[config.mk]
export PLATFORM = sky130hd
export DESIGN_NAME = usb_rw_sequencer_flat
export DESIGN_NICKNAME = d
export VERILOG_FILES = /design/src/rtl/usb_pkg.sv /design/src/rtl/usb_rw_sequencer_if.sv /design/src/rtl/seq_watchdog.sv /design/src/rtl/usb_rw_sequencer.sv /design/src/flat_wrapper.sv
export SDC_FILE = /design/constraint.sdc
export NUM_CORES = 1
export LEC_CHECK = 0
export CAP_MARGIN = 20
export CORE_ASPECT_RATIO = 1.2
export CORE_MARGIN = 8
export CORE_UTILIZATION = 35
export CTS_CLUSTER_DIAMETER = 150
export DETAILED_ROUTE_END_ITERATION = 16
export HOLD_SLACK_MARGIN = 0.15
export PLACE_DENSITY = 0.66
export SKIP_CTS_REPAIR_TIMING = 1
export SYNTH_ARGS = -nofsm -noshare
export SYNTH_HDL_FRONTEND = slang
export SYNTH_HIERARCHICAL = 1
export SYNTH_SLANG_ARGS = --single-unit
[constraint.sdc]
create_clock -name clk -period 3.7 [get_ports clk]
set_clock_uncertainty 0.2 [all_clocks]
set_input_delay 1.11 -clock clk [delete_from_list [all_inputs] [get_ports clk]]
set_output_delay 1.11 -clock clk [all_outputs]
set_load 0.1 [all_outputs]
[src/rtl/usb_pkg.sv]
// usb_pkg: shared definitions for the USB read/write sequencer.
//   - PID constants in wire bit order (OUT, IN, DATA0)
//   - seq_state_t : sequencer FSM states
//   - op_t        : operation latched at request accept
//   - rev7/rev4   : bit reversal for the token address and endpoint fields
package usb_pkg;

  localparam int DATA_W = 64;
  localparam int ADDR_W = 16;
  localparam int TOK_W  = 19;
  localparam int PKT_W  = 72;

  localparam logic [7:0] PID_OUT   = 8'h87;
  localparam logic [7:0] PID_IN    = 8'h96;
  localparam logic [7:0] PID_DATA0 = 8'hC3;

  typedef enum logic [2:0] {
    IDLE,
    ADDR_TOK,
    ADDR_WAIT,
    DATA_TOK,
    DATA_WAIT,
    FINISH
  } seq_state_t;

  typedef enum logic {
    OP_READ,
    OP_WRITE
  } op_t;

  function automatic logic [6:0] rev7(input logic [6:0] v);
    logic [6:0] r;
    for (int i = 0; i < 7; i++) r[i] = v[6-i];
    return r;
  endfunction

  function automatic logic [3:0] rev4(input logic [3:0] v);
    logic [3:0] r;
    for (int i = 0; i < 4; i++) r[i] = v[3-i];
    return r;
  endfunction

endpackage

[src/rtl/usb_rw_sequencer_if.sv]
// usb_rw_sequencer_if: bundles the host request side and the protocol
// engine side of the sequencer.
//   master : the sequencer (drives token/data_pkt/token_avail and host results,
//            receives requests and engine status)
//   slave  : the environment (host + protocol engine)
// Host side  : req_read, req_write, mem_addr, wr_data -> busy, done, success, rd_data
// Engine side: proto_ready_in, proto_done, proto_success, proto_data -> token, data_pkt, token_avail
interface usb_rw_sequencer_if;
  import usb_pkg::*;

  logic                req_read;
  logic                req_write;
  logic [ADDR_W-1:0]   mem_addr;
  logic [DATA_W-1:0]   wr_data;
  logic                proto_ready_in;
  logic                proto_done;
  logic                proto_success;
  logic [DATA_W-1:0]   proto_data;
  logic [TOK_W-1:0]    token;
  logic [PKT_W-1:0]    data_pkt;
  logic                token_avail;
  logic                busy;
  logic                done;
  logic                success;
  logic [DATA_W-1:0]   rd_data;

  modport master (
    input  req_read, req_write, mem_addr, wr_data,
    input  proto_ready_in, proto_done, proto_success, proto_data,
    output token, data_pkt, token_avail,
    output busy, done, success, rd_data
  );

  modport slave (
    output req_read, req_write, mem_addr, wr_data,
    output proto_ready_in, proto_done, proto_success, proto_data,
    input  token, data_pkt, token_avail,
    input  busy, done, success, rd_data
  );

endinterface

[src/rtl/seq_watchdog.sv]
// seq_watchdog: cycle counter that flags a stalled protocol transaction.
//   clk, rst : clock, synchronous active-high reset
//   clr      : restart the count from zero (takes priority over en)
//   en       : count while high
//   expired  : high while en and the count has reached WDOG_CYCLES-1
module seq_watchdog #(
  parameter int WDOG_CYCLES = 4096
) (
  input  logic clk,
  input  logic rst,
  input  logic clr,
  input  logic en,
  output logic expired
);

  localparam int CW = (WDOG_CYCLES > 2) ? $clog2(WDOG_CYCLES) : 1;
  localparam logic [CW-1:0] LAST = CW'(WDOG_CYCLES - 1);

  logic [CW-1:0] cnt;

  assign expired = en && (cnt == LAST);

  // Holds at LAST so the count can never wrap if the owner lingers.
  always_ff @(posedge clk) begin
    if (rst || clr) begin
      cnt <= '0;
    end else if (en && !expired) begin
      cnt <= cnt + CW'(1);
    end
  end

endmodule

[src/rtl/usb_rw_sequencer.sv]
// usb_rw_sequencer: runs one 8-byte memory read or write on the USB device
// as two protocol-engine transactions: an OUT carrying the memory address to
// ADDR_EP, then an IN (read) or OUT (write) on DATA_EP.
//   clk, rst : clock, synchronous active-high reset (engine shares rst)
//   bus      : usb_rw_sequencer_if.master (host requests/results, engine
//              token/data_pkt/token_avail and done/success/data status)
// A watchdog aborts a phase with success=0 if the engine never reports done.
module usb_rw_sequencer
  import usb_pkg::*;
#(
  parameter logic [6:0] DEV_ADDR    = 7'd5,
  parameter logic [3:0] ADDR_EP     = 4'd4,
  parameter logic [3:0] DATA_EP     = 4'd8,
  parameter int         WDOG_CYCLES = 4096
) (
  input  logic             clk,
  input  logic             rst,
  usb_rw_sequencer_if.master bus
);

  localparam logic [TOK_W-1:0] TOK_ADDR = {PID_OUT, rev7(DEV_ADDR), rev4(ADDR_EP)};
  localparam logic [TOK_W-1:0] TOK_RD   = {PID_IN,  rev7(DEV_ADDR), rev4(DATA_EP)};
  localparam logic [TOK_W-1:0] TOK_WR   = {PID_OUT, rev7(DEV_ADDR), rev4(DATA_EP)};

  seq_state_t        state;
  op_t               op;
  logic [DATA_W-1:0] wdata_q;
  logic              accept;
  logic              tok_state;
  logic              wd_en;
  logic              wd_expired;

  assign accept    = (state == IDLE) && (bus.req_read || bus.req_write);
  assign tok_state = (state == ADDR_TOK) || (state == DATA_TOK);
  assign wd_en     = (state == ADDR_WAIT) || (state == DATA_WAIT);

  // The strobe follows readyIn within the same cycle so a request seen with
  // the engine idle produces its token one cycle later; leaving the TOK state
  // on that same edge guarantees a single strobe per phase.
  assign bus.token_avail = tok_state && bus.proto_ready_in;

  seq_watchdog #(
    .WDOG_CYCLES (WDOG_CYCLES)
  ) u_wdog (
    .clk     (clk),
    .rst     (rst),
    .clr     (bus.token_avail),
    .en      (wd_en),
    .expired (wd_expired)
  );

  // Write payload is pure data: captured at accept, no reset needed.
  always_ff @(posedge clk) begin
    if (accept) wdata_q <= bus.wr_data;
  end

  // Sequencer FSM with registered host/engine outputs.
  always_ff @(posedge clk) begin
    if (rst) begin
      state        <= IDLE;
      op           <= OP_READ;
      bus.token    <= '0;
      bus.data_pkt <= '0;
      bus.busy     <= 1'b0;
      bus.done     <= 1'b0;
      bus.success  <= 1'b0;
      bus.rd_data  <= '0;
    end else begin
      bus.done <= 1'b0;
      case (state)
        IDLE: begin
          if (accept) begin
            // Read wins a collision; the write is dropped.
            op           <= bus.req_read ? OP_READ : OP_WRITE;
            bus.token    <= TOK_ADDR;
            bus.data_pkt <= {PID_DATA0, bus.mem_addr, 48'd0};
            bus.busy     <= 1'b1;
            state        <= ADDR_TOK;
          end
        end
        ADDR_TOK: begin
          if (bus.proto_ready_in) state <= ADDR_WAIT;
        end
        ADDR_WAIT: begin
          // token/data_pkt stay put: the engine resamples them on retries.
          if (bus.proto_done) begin
            if (bus.proto_success) begin
              bus.token <= (op == OP_READ) ? TOK_RD : TOK_WR;
              if (op == OP_WRITE) bus.data_pkt <= {PID_DATA0, wdata_q};
              state <= DATA_TOK;
            end else begin
              bus.done    <= 1'b1;
              bus.success <= 1'b0;
              state       <= FINISH;
            end
          end else if (wd_expired) begin
            bus.done    <= 1'b1;
            bus.success <= 1'b0;
            state       <= FINISH;
          end
        end
        DATA_TOK: begin
          if (bus.proto_ready_in) state <= DATA_WAIT;
        end
        DATA_WAIT: begin
          if (bus.proto_done) begin
            bus.done    <= 1'b1;
            bus.success <= bus.proto_success;
            if (op == OP_READ && bus.proto_success) bus.rd_data <= bus.proto_data;
            state <= FINISH;
          end else if (wd_expired) begin
            bus.done    <= 1'b1;
            bus.success <= 1'b0;
            state       <= FINISH;
          end
        end
        FINISH: begin
          bus.busy <= 1'b0;
          state    <= IDLE;
        end
        default: begin
          bus.busy <= 1'b0;
          state    <= IDLE;
        end
      endcase
    end
  end

endmodule

[src/flat_wrapper.sv]
// flat-port wrapper written by rule: the top's interface ports become plain ports
module usb_rw_sequencer_flat import usb_pkg::*;
#(
  parameter logic [6:0] DEV_ADDR    = 7'd5,
  parameter logic [3:0] ADDR_EP     = 4'd4,
  parameter logic [3:0] DATA_EP     = 4'd8,
  parameter int         WDOG_CYCLES = 4096
)
  (clk, rst, bus_req_read, bus_req_write, bus_mem_addr, bus_wr_data, bus_proto_ready_in, bus_proto_done, bus_proto_success, bus_proto_data, bus_token, bus_data_pkt, bus_token_avail, bus_busy, bus_done, bus_success, bus_rd_data);
  usb_rw_sequencer_if bus_i ();
  input  logic clk;
  input  logic rst;
  input wire logic [$bits(bus_i.req_read)-1:0] bus_req_read;
  input wire logic [$bits(bus_i.req_write)-1:0] bus_req_write;
  input wire logic [$bits(bus_i.mem_addr)-1:0] bus_mem_addr;
  input wire logic [$bits(bus_i.wr_data)-1:0] bus_wr_data;
  input wire logic [$bits(bus_i.proto_ready_in)-1:0] bus_proto_ready_in;
  input wire logic [$bits(bus_i.proto_done)-1:0] bus_proto_done;
  input wire logic [$bits(bus_i.proto_success)-1:0] bus_proto_success;
  input wire logic [$bits(bus_i.proto_data)-1:0] bus_proto_data;
  output wire logic [$bits(bus_i.token)-1:0] bus_token;
  output wire logic [$bits(bus_i.data_pkt)-1:0] bus_data_pkt;
  output wire logic [$bits(bus_i.token_avail)-1:0] bus_token_avail;
  output wire logic [$bits(bus_i.busy)-1:0] bus_busy;
  output wire logic [$bits(bus_i.done)-1:0] bus_done;
  output wire logic [$bits(bus_i.success)-1:0] bus_success;
  output wire logic [$bits(bus_i.rd_data)-1:0] bus_rd_data;
  assign bus_i.req_read = bus_req_read;
  assign bus_i.req_write = bus_req_write;
  assign bus_i.mem_addr = bus_mem_addr;
  assign bus_i.wr_data = bus_wr_data;
  assign bus_i.proto_ready_in = bus_proto_ready_in;
  assign bus_i.proto_done = bus_proto_done;
  assign bus_i.proto_success = bus_proto_success;
  assign bus_i.proto_data = bus_proto_data;
  assign bus_token = bus_i.token;
  assign bus_data_pkt = bus_i.data_pkt;
  assign bus_token_avail = bus_i.token_avail;
  assign bus_busy = bus_i.busy;
  assign bus_done = bus_i.done;
  assign bus_success = bus_i.success;
  assign bus_rd_data = bus_i.rd_data;
  usb_rw_sequencer #(.DEV_ADDR(DEV_ADDR), .ADDR_EP(ADDR_EP), .DATA_EP(DATA_EP), .WDOG_CYCLES(WDOG_CYCLES)) u_core (.clk(clk), .rst(rst), .bus(bus_i));
endmodule
# Word-level counts from Yosys, hierarchy flattened
# Index checks and enable logic that the tools add are counted.
dict set report word_totals {
  latchBits 0
  ff_bits 238
  ram_bits 0
  mem_count 0
  word_cells 77
  romBits 0
}
dict set report op_classes {
  n_lt_le_gt_ge 0
  eq_ne 12
  shifts 0
  n_mux 31
  n_reduce_logical 21
  add_sub_neg 1
  mul 0
  n_div 0
  bitwise 2
}
# op count
set ops {}
lappend ops {{2-to-1 mux 72 bit} 4}
lappend ops {{case mux 72 bit (2 select lines)} 1}
lappend ops {{2-to-1 mux 19 bit} 3}
lappend ops {{case mux 19 bit (2 select lines)} 1}
lappend ops {{2-to-1 mux 3 bit} 7}
lappend ops {{2-to-1 mux 16 bit} 1}
lappend ops {{case mux 3 bit (5 select lines)} 1}
lappend ops {{adder 12 x 1 -> 12 bit (second input constant)} 1}
lappend ops {{== test 12 bit (second input constant)} 1}
lappend ops {{2-to-1 mux 1 bit} 10}
lappend ops {{!= test 2 bit (second input constant)} 4}
lappend ops {{== test 3 x 2 -> 1 bit (second input constant)} 2}
lappend ops {{case mux 1 bit (2 select lines)} 3}
lappend ops {{AND reduction 2 bit} 3}
lappend ops {{AND reduction 3 bit} 2}
lappend ops {{logical AND 1 bit} 5}
lappend ops {{AND reduction 5 bit} 1}
lappend ops {{logical OR 1 bit} 4}
lappend ops {{!= test 2 x 1 -> 1 bit (second input constant)} 2}
lappend ops {{AND reduction 4 bit} 1}
lappend ops {{nonzero test 2 bit} 2}
lappend ops {{OR reduction 4 bit} 1}
lappend ops {{== test 3 x 1 -> 1 bit (second input constant)} 1}
lappend ops {{== test 3 bit (second input constant)} 1}
lappend ops {{other kinds (4)} 5}

# Longest topological paths before layout
# Gate-level depths: netlist (run 1).
dict set report depth {
  depth_word 6
  mapped_depth 10
  ltp_nobuf 9
}

# By module
# The synthesis (run 1) kept the hierarchy.
# mod n_inst seq_area_each_um2 cells_each area_each_um2
set modules_own_cells {}
lappend modules_own_cells {usb_rw_sequencer 1 4744.6 725 7454.6}
lappend modules_own_cells {seq_watchdog 1 240.2 69 653.1}

# Worst setup path after synthesis (run 1)
# Ideal clock, no wire load.
dict set report synth_path {
  path_kind {input port to output port}
  start {in bus_proto_ready_in}
  end {out bus_token_avail}
  path_slack_ns -0.046
  path_stages 2
  t_required_ns 2.390
  path_buffers 0
  arrival_ns 2.436
  path_cell_list {inv_1 -> nor2_1}
}
dict set report synth_via {
  elab_chain_cells 1
}
# item line_no
set synth_lines {}
lappend synth_lines {{start: declaration} flat_wrapper.sv:17} ;# input wire logic [$bits(bus_i.proto_ready_in)-1:0] bus_proto_ready_in;
lappend synth_lines {{logical AND 1 bit} usb_rw_sequencer.sv:40} ;# assign bus.token_avail = tok_state && bus.proto_ready_in;
lappend synth_lines {{end: declaration} flat_wrapper.sv:23} ;# output wire logic [$bits(bus_i.token_avail)-1:0] bus_token_avail;
# No other way between the ends.

# Worst setup path after layout (run 1)
# Same ends and word-level chain as after synthesis.

==> impl_summary.txt, run 1 <==
----------------------------------------------------
[Synthesis]
  Post-synthesis instance area ... between 8000 and 9000 µm²
  Avg Cell Area, Syn ... about 10 µm²
  Portion of the post-synthesis area used by sequential elements ... between 60% and 70%
  Primary FF master, synth ... sky130_fd_sc_hd__dfxtp_1
  Distinct cells, synth ... between 50 and 60
  Cell type with the largest total area after synthesis ... sky130_fd_sc_hd__dfxtp_1
  Top cell type's share of synthesized area ... 37.78%
  Top area cells in the synthesized netlist ... sky130_fd_sc_hd__dfxtp_1 (38%), sky130_fd_sc_hd__edfxtp_1 (24%), sky130_fd_sc_hd__nand2_1 (8.5%)
  Most used standard cell by instance count after synthesis ... sky130_fd_sc_hd__nand2_1
  Synthesized netlist cell count ... 794
  Ys async rst share ... 0%
  Leading cell types by count after synthesis ... sky130_fd_sc_hd__nand2_1 (184), sky130_fd_sc_hd__dfxtp_1 (153), sky130_fd_sc_hd__a21oi_1 (125)
  Number of flip-flops and latches in the synthesized netlist ... about 220
  EDFF count, synth ... 64
  Warnings, synthesis ... 6

[Timing]
  Portion of the clock cycle consumed by the worst path in the final layout ... between 90% and 100%
  Final setup violation count ... 0
  Time the final worst path needs with I/O delays and setup ... around 3.3 ns
  Final Slew Violations ... 0
  Worst Max-Slew Pin Slew ... 0.7612 ns
  Max Fclk ... 0.2996 GHz
  Post-route setup TNS ... 0 ns
  Relative slew slack ... ~49%
  Worst hold-check slack ... 0.2526 ns
  Unrepaired setup endpoints after global routing ... false
  Count of final hold-check violations ... 0

[Global route]
  First-pass GRT wire length ... between 30000 and 40000 µm
  GRT overflow ... 0
  Met1 routing resource usage after global routing ... ~18%
  Layer with the highest usage ... met2
  Pin count of the biggest net entering global routing ... 142
  Global routing met2 resource utilization ... 27.47%
  All-Layer GR Usage ... about 16%
  Antenna violations before repair ... 3
  Via count of the first global-routing pass ... 6472
  Met3 track utilization from global routing ... under 10%

[Worst setup path]
  Type of element launching the critical path ... input pin
  Max FO, Critical Path ... 3
  Critical Path End Type ... output pin
  Required arrival time at the worst endpoint ... 2.39 ns
  Crit path kind ... input pin to output pin
  Worst EP arrival ... 2.03 ns

[Final layout]
  Nets@finish ... ~1.2k
  Fillers ... 2136
  Share of final-layout standard cells stronger than drive strength 1 ... 20.98%
  Area taken by flip-flops and latches ... roughly 5000 µm²
  Area of combinational cells with multiple inputs ... 2670 µm²
  Final std cells w/o fill ... around 1.4k
  Area Growth Syn to Fin ... 43.81%
  Final standard cell area without fillers ... around 12000 µm²

[Clocking]
  Clock buffer depth ... 3
  CTS Buf Count ... 23
  Post-CTS clock slew at the launch and capture registers of the worst setup and hold paths ... 0.06 ns
  H-tree depth ... 1
  Clock tree from TritonCTS ... done
  Worst-Skew Late Latency ... 0.50 ns
  Buffer type at the clock tree root ... sky130_fd_sc_hd__clkbuf_16
  # clock sinks ... 217

[Placed design]
  Instance count after placement with tap cells included ... 1356
  Number of buffer cells added on primary ports ... roughly 300
  Cell Area, Placed ... ~11000 µm²
  Post-DP HPWL ... approximately 16000 µm
  Final Wtd Congestion ... 0.7842

[Power and ir drop]
  Final Total Pwr ... 5.937 mW
  Total power per unit cell area ... a little over 500 nW/µm²
  Largest voltage drop on the vdd net ... 0.0003769 V
  Static leakage ... 4.285 nW

[Drt]
  Via Count ... 6518
  First drt pass iteration count ... 5
  Routed via count divided by cell count ... 4.656
  Number of antenna-violating nets in the routed design ... 0
  Wire length per cell ... 16.91 µm
  DRT iter0 DRCs ... 246
  DRC violations left ... 0
  Routed Wire Length ... between 20000 and 25000 µm

[Floorplanning]
  Initial cell density of the core ... about a third
  Top-Level Pins ... between 300 and 400
  Die height ... roughly 180 µm
  Row cnt ... 61
  Die Wd ... between 150 and 200 µm
  CORE AREA ... about 23000 µm²
  DIE AREA ... about 28000 µm²

[Flow run]
  Number of maximum-capacitance violations ... 0

[Run status]
  Outcome ... completed

[Min path]
  Type of the most critical hold path ... register to register

----------------------------------------------------
[layout make-up]
type / instances / area share, %
sequential: 217 / 42.75
timing repair buffer: 311 / 24.19
multi-input combinational: 508 / 22.90
clock buffer: 33 / 5.687
tap: 315 / 3.380
clock inverter: 8 / 0.8585
inverter: 5 / 0.1717
antenna: 3 / 0.06438
[report_power, final]
group	switching [mW]	internal, mW	leakage [nW]
registers	0.0530	2.60	1.86
clock network	0.930	1.39	0.364
logic	0.680	0.290	2.06
total	1.66	4.27	4.29
[cell families (layout without fill, tap and decap cells)]
family                   after synthesis  count (layout)  synth area share [%]
XOR/XNOR                               4               4                0.4322
multiplexers                          18              18                 2.222
flip-flops                           217             217                 61.48
buffers and inverters                 82             357                 6.327
adder cells (fa/ha/maj)                2               2                0.2778
AO/OA/AOI/OAI                        163             163                 12.21
AND/OR/NAND/NOR                      307             307                 17.01
other                                  1              17               0.04625
[final timing paths]
path                                          to  slack [ns]  cells past startpoint                                 from
min          u_core/bus.rd_data[61]$_SDFFE_PP0P_        0.25                      2  u_core/bus.rd_data[61]$_SDFFE_PP0P_
max                              bus_token_avail        0.36                      4                   bus_proto_ready_in
max reg2reg         u_core/state[2]$_SDFFE_PP0P_        0.99                     10         u_core/state[1]$_SDFFE_PP0P_
min reg2reg  u_core/bus.rd_data[61]$_SDFFE_PP0P_        0.25                      2  u_core/bus.rd_data[61]$_SDFFE_PP0P_
[routing by layer]
| metal | vias up | wire [µm] |
|---|---|---|
| met5 | - | 0 |
| li1 | 3255 | - |
| met4 | 0 | 522 |
| met3 | 30 | 2064 |
| met1 | 3009 | 9422 |
| met2 | 224 | 11670 |
[per-stage QoR]
step / worst slack [ns] / util, %
3_5_place_dp: 0.3606 / 47.40
5_1_grt: 0.3273 / 50.75
2_1_floorplan: 0.4253 / -
4_1_cts: 0.3609 / 50.72
6_report: 0.3627 / 50.75
3_3_place_gp: 0.3618 / 47.40
[sequential cells by signal, summed over array words and instances (netlist names)]
register	count
u_core/u_wdog/cnt	12
u_core/bus.done	1
u_core/bus.success	1
u_core/bus.rd_data	64
u_core/op	1
u_core/bus.busy	1
u_core/bus.token	5
u_core/bus.data_pkt	65
u_core/wdata_q	64
u_core/state	3
[worst max-delay path, stage by stage]
cell,delay [ns]
sky130_fd_sc_hd__clkdlybuf4s50_1,0.48
sky130_fd_sc_hd__inv_1,0.05
sky130_fd_sc_hd__nor2_2,0.18
sky130_fd_sc_hd__buf_12,0.20
[placed cells by master (no fill, tap or decap), types with 18 or more instances in the layout]
cell type,instances
sky130_fd_sc_hd__edfxtp_1,64
sky130_fd_sc_hd__clkbuf_16,23
sky130_fd_sc_hd__mux2i_1,18
sky130_fd_sc_hd__buf_4,153
sky130_fd_sc_hd__a21oi_1,125
sky130_fd_sc_hd__nand2_1,184
sky130_fd_sc_hd__nand3_1,52
sky130_fd_sc_hd__clkdlybuf4s50_1,149
sky130_fd_sc_hd__dfxtp_1,153
sky130_fd_sc_hd__nor3_1,25
Power figures use the tool's default switching activity.
==> inputs of run 2 (changes only) <==
Settings changed: ABC_AREA set to 1, CAP_MARGIN 20 to 10, PLACE_DENSITY 0.66 to not set, PLACE_DENSITY_LB_ADDON set to 0.05.
==> impl_summary.txt, run 2 <==
----------------------------------------------------
[Drt]
  Number of antenna-violating nets in the routed design ... 0
  Via Count ... 7370
  DRC violations left ... 0
  First drt pass iteration count ... 4
  Routed via count divided by cell count ... roughly 4.4
  DRT iter0 DRCs ... about 290
  Wire length per cell ... between 15 and 20 µm
  Routed Wire Length ... roughly 26000 µm

[Synthesis]
  Number of flip-flops and latches in the synthesized netlist ... 217
  Portion of the post-synthesis area used by sequential elements ... roughly 57%
  Ys async rst share ... 0%
  EDFF count, synth ... 64
  Cell type with the largest total area after synthesis ... sky130_fd_sc_hd__dfxtp_1
  Most used standard cell by instance count after synthesis ... sky130_fd_sc_hd__nand2_1
  Primary FF master, synth ... sky130_fd_sc_hd__dfxtp_1
  Warnings, synthesis ... 6
  Top cell type's share of synthesized area ... approximately a third
  Distinct cells, synth ... 30
  Synthesized netlist cell count ... around 1.1k
  Avg Cell Area, Syn ... ~8.1 µm²
  Post-synthesis instance area ... slightly below 9000 µm²
  Top area cells in the synthesized netlist ... sky130_fd_sc_hd__dfxtp_1 (35%), sky130_fd_sc_hd__edfxtp_1 (22%), sky130_fd_sc_hd__nand2_1 (12%)
  Leading cell types by count after synthesis ... sky130_fd_sc_hd__nand2_1 (267), sky130_fd_sc_hd__nor2_1 (234), sky130_fd_sc_hd__dfxtp_1 (153)

[Worst setup path]
  Timing startpoint of the critical path ... bus_proto_ready_in
  Startpoint of the most critical register-to-register path ... u_core/state[0]$_SDFFE_PP0P_
  Capture instance of the worst register-to-register path ... u_core/bus.success$_SDFFE_PP0P_
  Critical path cell sequence ... clkdlybuf4s50_1, inv_1, nor2_2, buf_12
  Worst EP arrival ... 1.98 ns
  Critical Path End Type ... output pin
  Required arrival time at the worst endpoint ... approximately 2.4 ns
  Max incr delay on CP ... roughly 0.45 ns
  Buf+Inv Stages, Crit Path ... 3
  Crit path kind ... input pin to output pin
  Cells on worst reg2reg path ... 10
  Slack of the worst reg-to-reg path ... between 1 and 1.5 ns
  Max FO, Critical Path ... 2
  Crit path max-delay cell type ... sky130_fd_sc_hd__clkdlybuf4s50_1
  Worst path top cell family by delay ... buffers and inverters
  Type of element launching the critical path ... input pin

[Final layout]
  Area Growth Syn to Fin ... 41.16%
  Fillers ... 2457
  Most frequent cells in the layout ... sky130_fd_sc_hd__nand2_1 (265), sky130_fd_sc_hd__nor2_1 (233), sky130_fd_sc_hd__buf_4 (159)
  Reg with most FFs ... u_core/bus.data_pkt
  Commonest non-fill, non-tap cell in the layout ... sky130_fd_sc_hd__nand2_1
  Largest register FFs ... 65
  Final standard cell area without fillers ... around 12000 µm²
  Leading registers by flop count ... u_core/bus.data_pkt: 65 flops, u_core/bus.rd_data: 64 flops, u_core/wdata_q: 64 flops
  Nets@finish ... 1494
  Share of final-layout standard cells stronger than drive strength 1 ... 16.25%

[Timing]
  Worst hold-check slack ... approximately 0.27 ns
  Count of final hold-check violations ... 0
  Relative slew slack ... around 55%
  Max Fclk ... 0.3041 GHz
  Unrepaired setup endpoints after global routing ... false
  Final Slew Violations ... 0
  Time the final worst path needs with I/O delays and setup ... between 3 and 4 ns
  Final setup violation count ... 0
  Worst Max-Slew Pin Slew ... around 0.7 ns
  Portion of the clock cycle consumed by the worst path in the final layout ... between 80% and 90%
  Post-route setup TNS ... 0 ns

[Floorplanning]
  DIE AREA ... around 30000 µm²
  Die Wd ... approximately 160 µm
  Initial cell density of the core ... 35.34%
  Row cnt ... between 60 and 70
  Die height ... ~190 µm
  CORE AREA ... ~25000 µm²
  Top-Level Pins ... 310

[Clocking]
  H-tree depth ... 1
  Post-CTS clock slew at the launch and capture registers of the worst setup and hold paths ... roughly 0.060 ns
  Clock tree from TritonCTS ... done
  CTS Buf Count ... 24
  Clock buffer depth ... 3
  # clock sinks ... 217
  Buffer type at the clock tree root ... sky130_fd_sc_hd__clkbuf_16
  Worst-Skew Late Latency ... 0.51 ns

[Min path]
  Destination of the worst hold path ... u_core/bus.token[11]$_SDFFE_PP0P_
  Type of the most critical hold path ... register to register
  HP Start ... u_core/bus.token[11]$_SDFFE_PP0P_
  Hold Path Stages ... 2

[Global route]
  Met1 routing resource usage after global routing ... 18.99%
  GRT overflow ... 0
  First-pass GRT wire length ... 40950 µm
  Pin count of the biggest net entering global routing ... 85
  Met3 track utilization from global routing ... roughly 7.3%
  Layer with the highest usage ... met2
  All-Layer GR Usage ... between 10% and 20%
  Global routing met2 resource utilization ... around 28%
  Via count of the first global-routing pass ... between 7k and 8k
  Antenna violations before repair ... 3

[Power and ir drop]
  Total power per unit cell area ... ~840 nW/µm²
  Static leakage ... 5.398 nW
  Largest voltage drop on the vdd net ... 0.0003168 V

[Placed design]
  Final Wtd Congestion ... approximately 0.76
  Cell Area, Placed ... 11430 µm²
  Post-DP HPWL ... about 18000 µm
  Number of buffer cells added on primary ports ... between 200 and 300

[Flow run]
  Number of maximum-capacitance violations ... 0

[Run status]
  Outcome ... completed

----------------------------------------------------
==> run 2: changes by cell type in the layout (fill, tap and decap cells not counted), moves of 6 or more <==
| cell | delta |
|---|---|
| sky130_fd_sc_hd__mux2i_1 | -18 |
| sky130_fd_sc_hd__o21ai_0 | +65 |
| sky130_fd_sc_hd__inv_1 | +81 |
| sky130_fd_sc_hd__a211oi_1 | -8 |
| sky130_fd_sc_hd__nor3_1 | -23 |
| sky130_fd_sc_hd__nor2_1 | +216 |
| sky130_fd_sc_hd__a211oi_2 | -10 |
| sky130_fd_sc_hd__nand2_1 | +81 |
| sky130_fd_sc_hd__nand3_1 | +15 |
| sky130_fd_sc_hd__a21oi_1 | -106 |
| sky130_fd_sc_hd__buf_4 | +6 |
==> run 2: worst max path at each step <==
stage	cells after the start	slack, ns	endpoint
floorplan	2	0.42	bus_token_avail
global placement	4	0.40	bus_token_avail
detailed placement	4	0.40	bus_token_avail
CTS	4	0.40	bus_token_avail
global route	4	0.37	bus_token_avail
finish	4	0.41	bus_token_avail
==> run 2: layer usage <==
metal  vias to the layer above  wire [µm]
met5                         -         23
met4                         4        601
met3                        46       2691
li1                       3851          -
met1                      3232      10500
met2                       237      12130
==> run 2: where the power goes <==
| group | switching [mW] | total, mW | leakage (nW) | internal (mW) |
|---|---|---|---|---|
| logic | 3.60 | 4.64 | 3.12 | 1.03 |
| registers | 0.221 | 3.24 | 1.87 | 3.02 |
| clock network | 0.953 | 2.49 | 0.412 | 1.54 |
| total | 4.78 | 10.4 | 5.40 | 5.59 |
==> run 2: through the flow <==
step	power, mW	worst slack, ns	util [%]	cells
2_1_floorplan	6.978	0.4238	-	1085
3_3_place_gp	7.965	0.4050	46.49	1641
3_5_place_dp	7.982	0.4034	46.49	1641
4_1_cts	10.52	0.4022	49.87	1685
5_1_grt	10.95	0.3743	49.88	1686
6_report	10.36	0.4119	49.88	1686
==> run 2: worst register-to-register path: cells and delay by family (launching register included) <==
| kind | cells | cell delay (ns) |
|---|---|---|
| flip-flops | 1 | 0.42 |
| buffers and inverters | 2 | 0.28 |
| AND/OR/NAND/NOR | 7 | 1.39 |
| AO/OA/AOI/OAI | 1 | 0.06 |
==> run 2: logic make-up after synthesis <==
logic type / count (synthesis) / share of synthesized area, %
AOI/OAI and AO/OA: 89 / 5.154
adders and majority gates: 1 / 0.1439
buffers and inverters: 171 / 9.531
DFF: 217 / 57.36
other: 1 / 0.04315
and+or+nand+nor: 593 / 27.77
==> run 2: final cells by class <==
type	count	area [µm²]	share of cell area, %
antenna	1	2.502	0.02040
timing repair buffer	313	2770	22.58
sequential	217	4985	40.63
tap	325	406.6	3.315
clock inverter	11	125.1	1.020
multi-input combinational	697	2939	23.96
clock buffer	33	705.7	5.752
inverter	89	334.1	2.723
==> inputs of run 3 (changes only) <==
Settings changed: CAP_MARGIN 10 to not set.
==> results of run 3 <==
No change in the layout: final DEF, timing and power equal those of run 2.
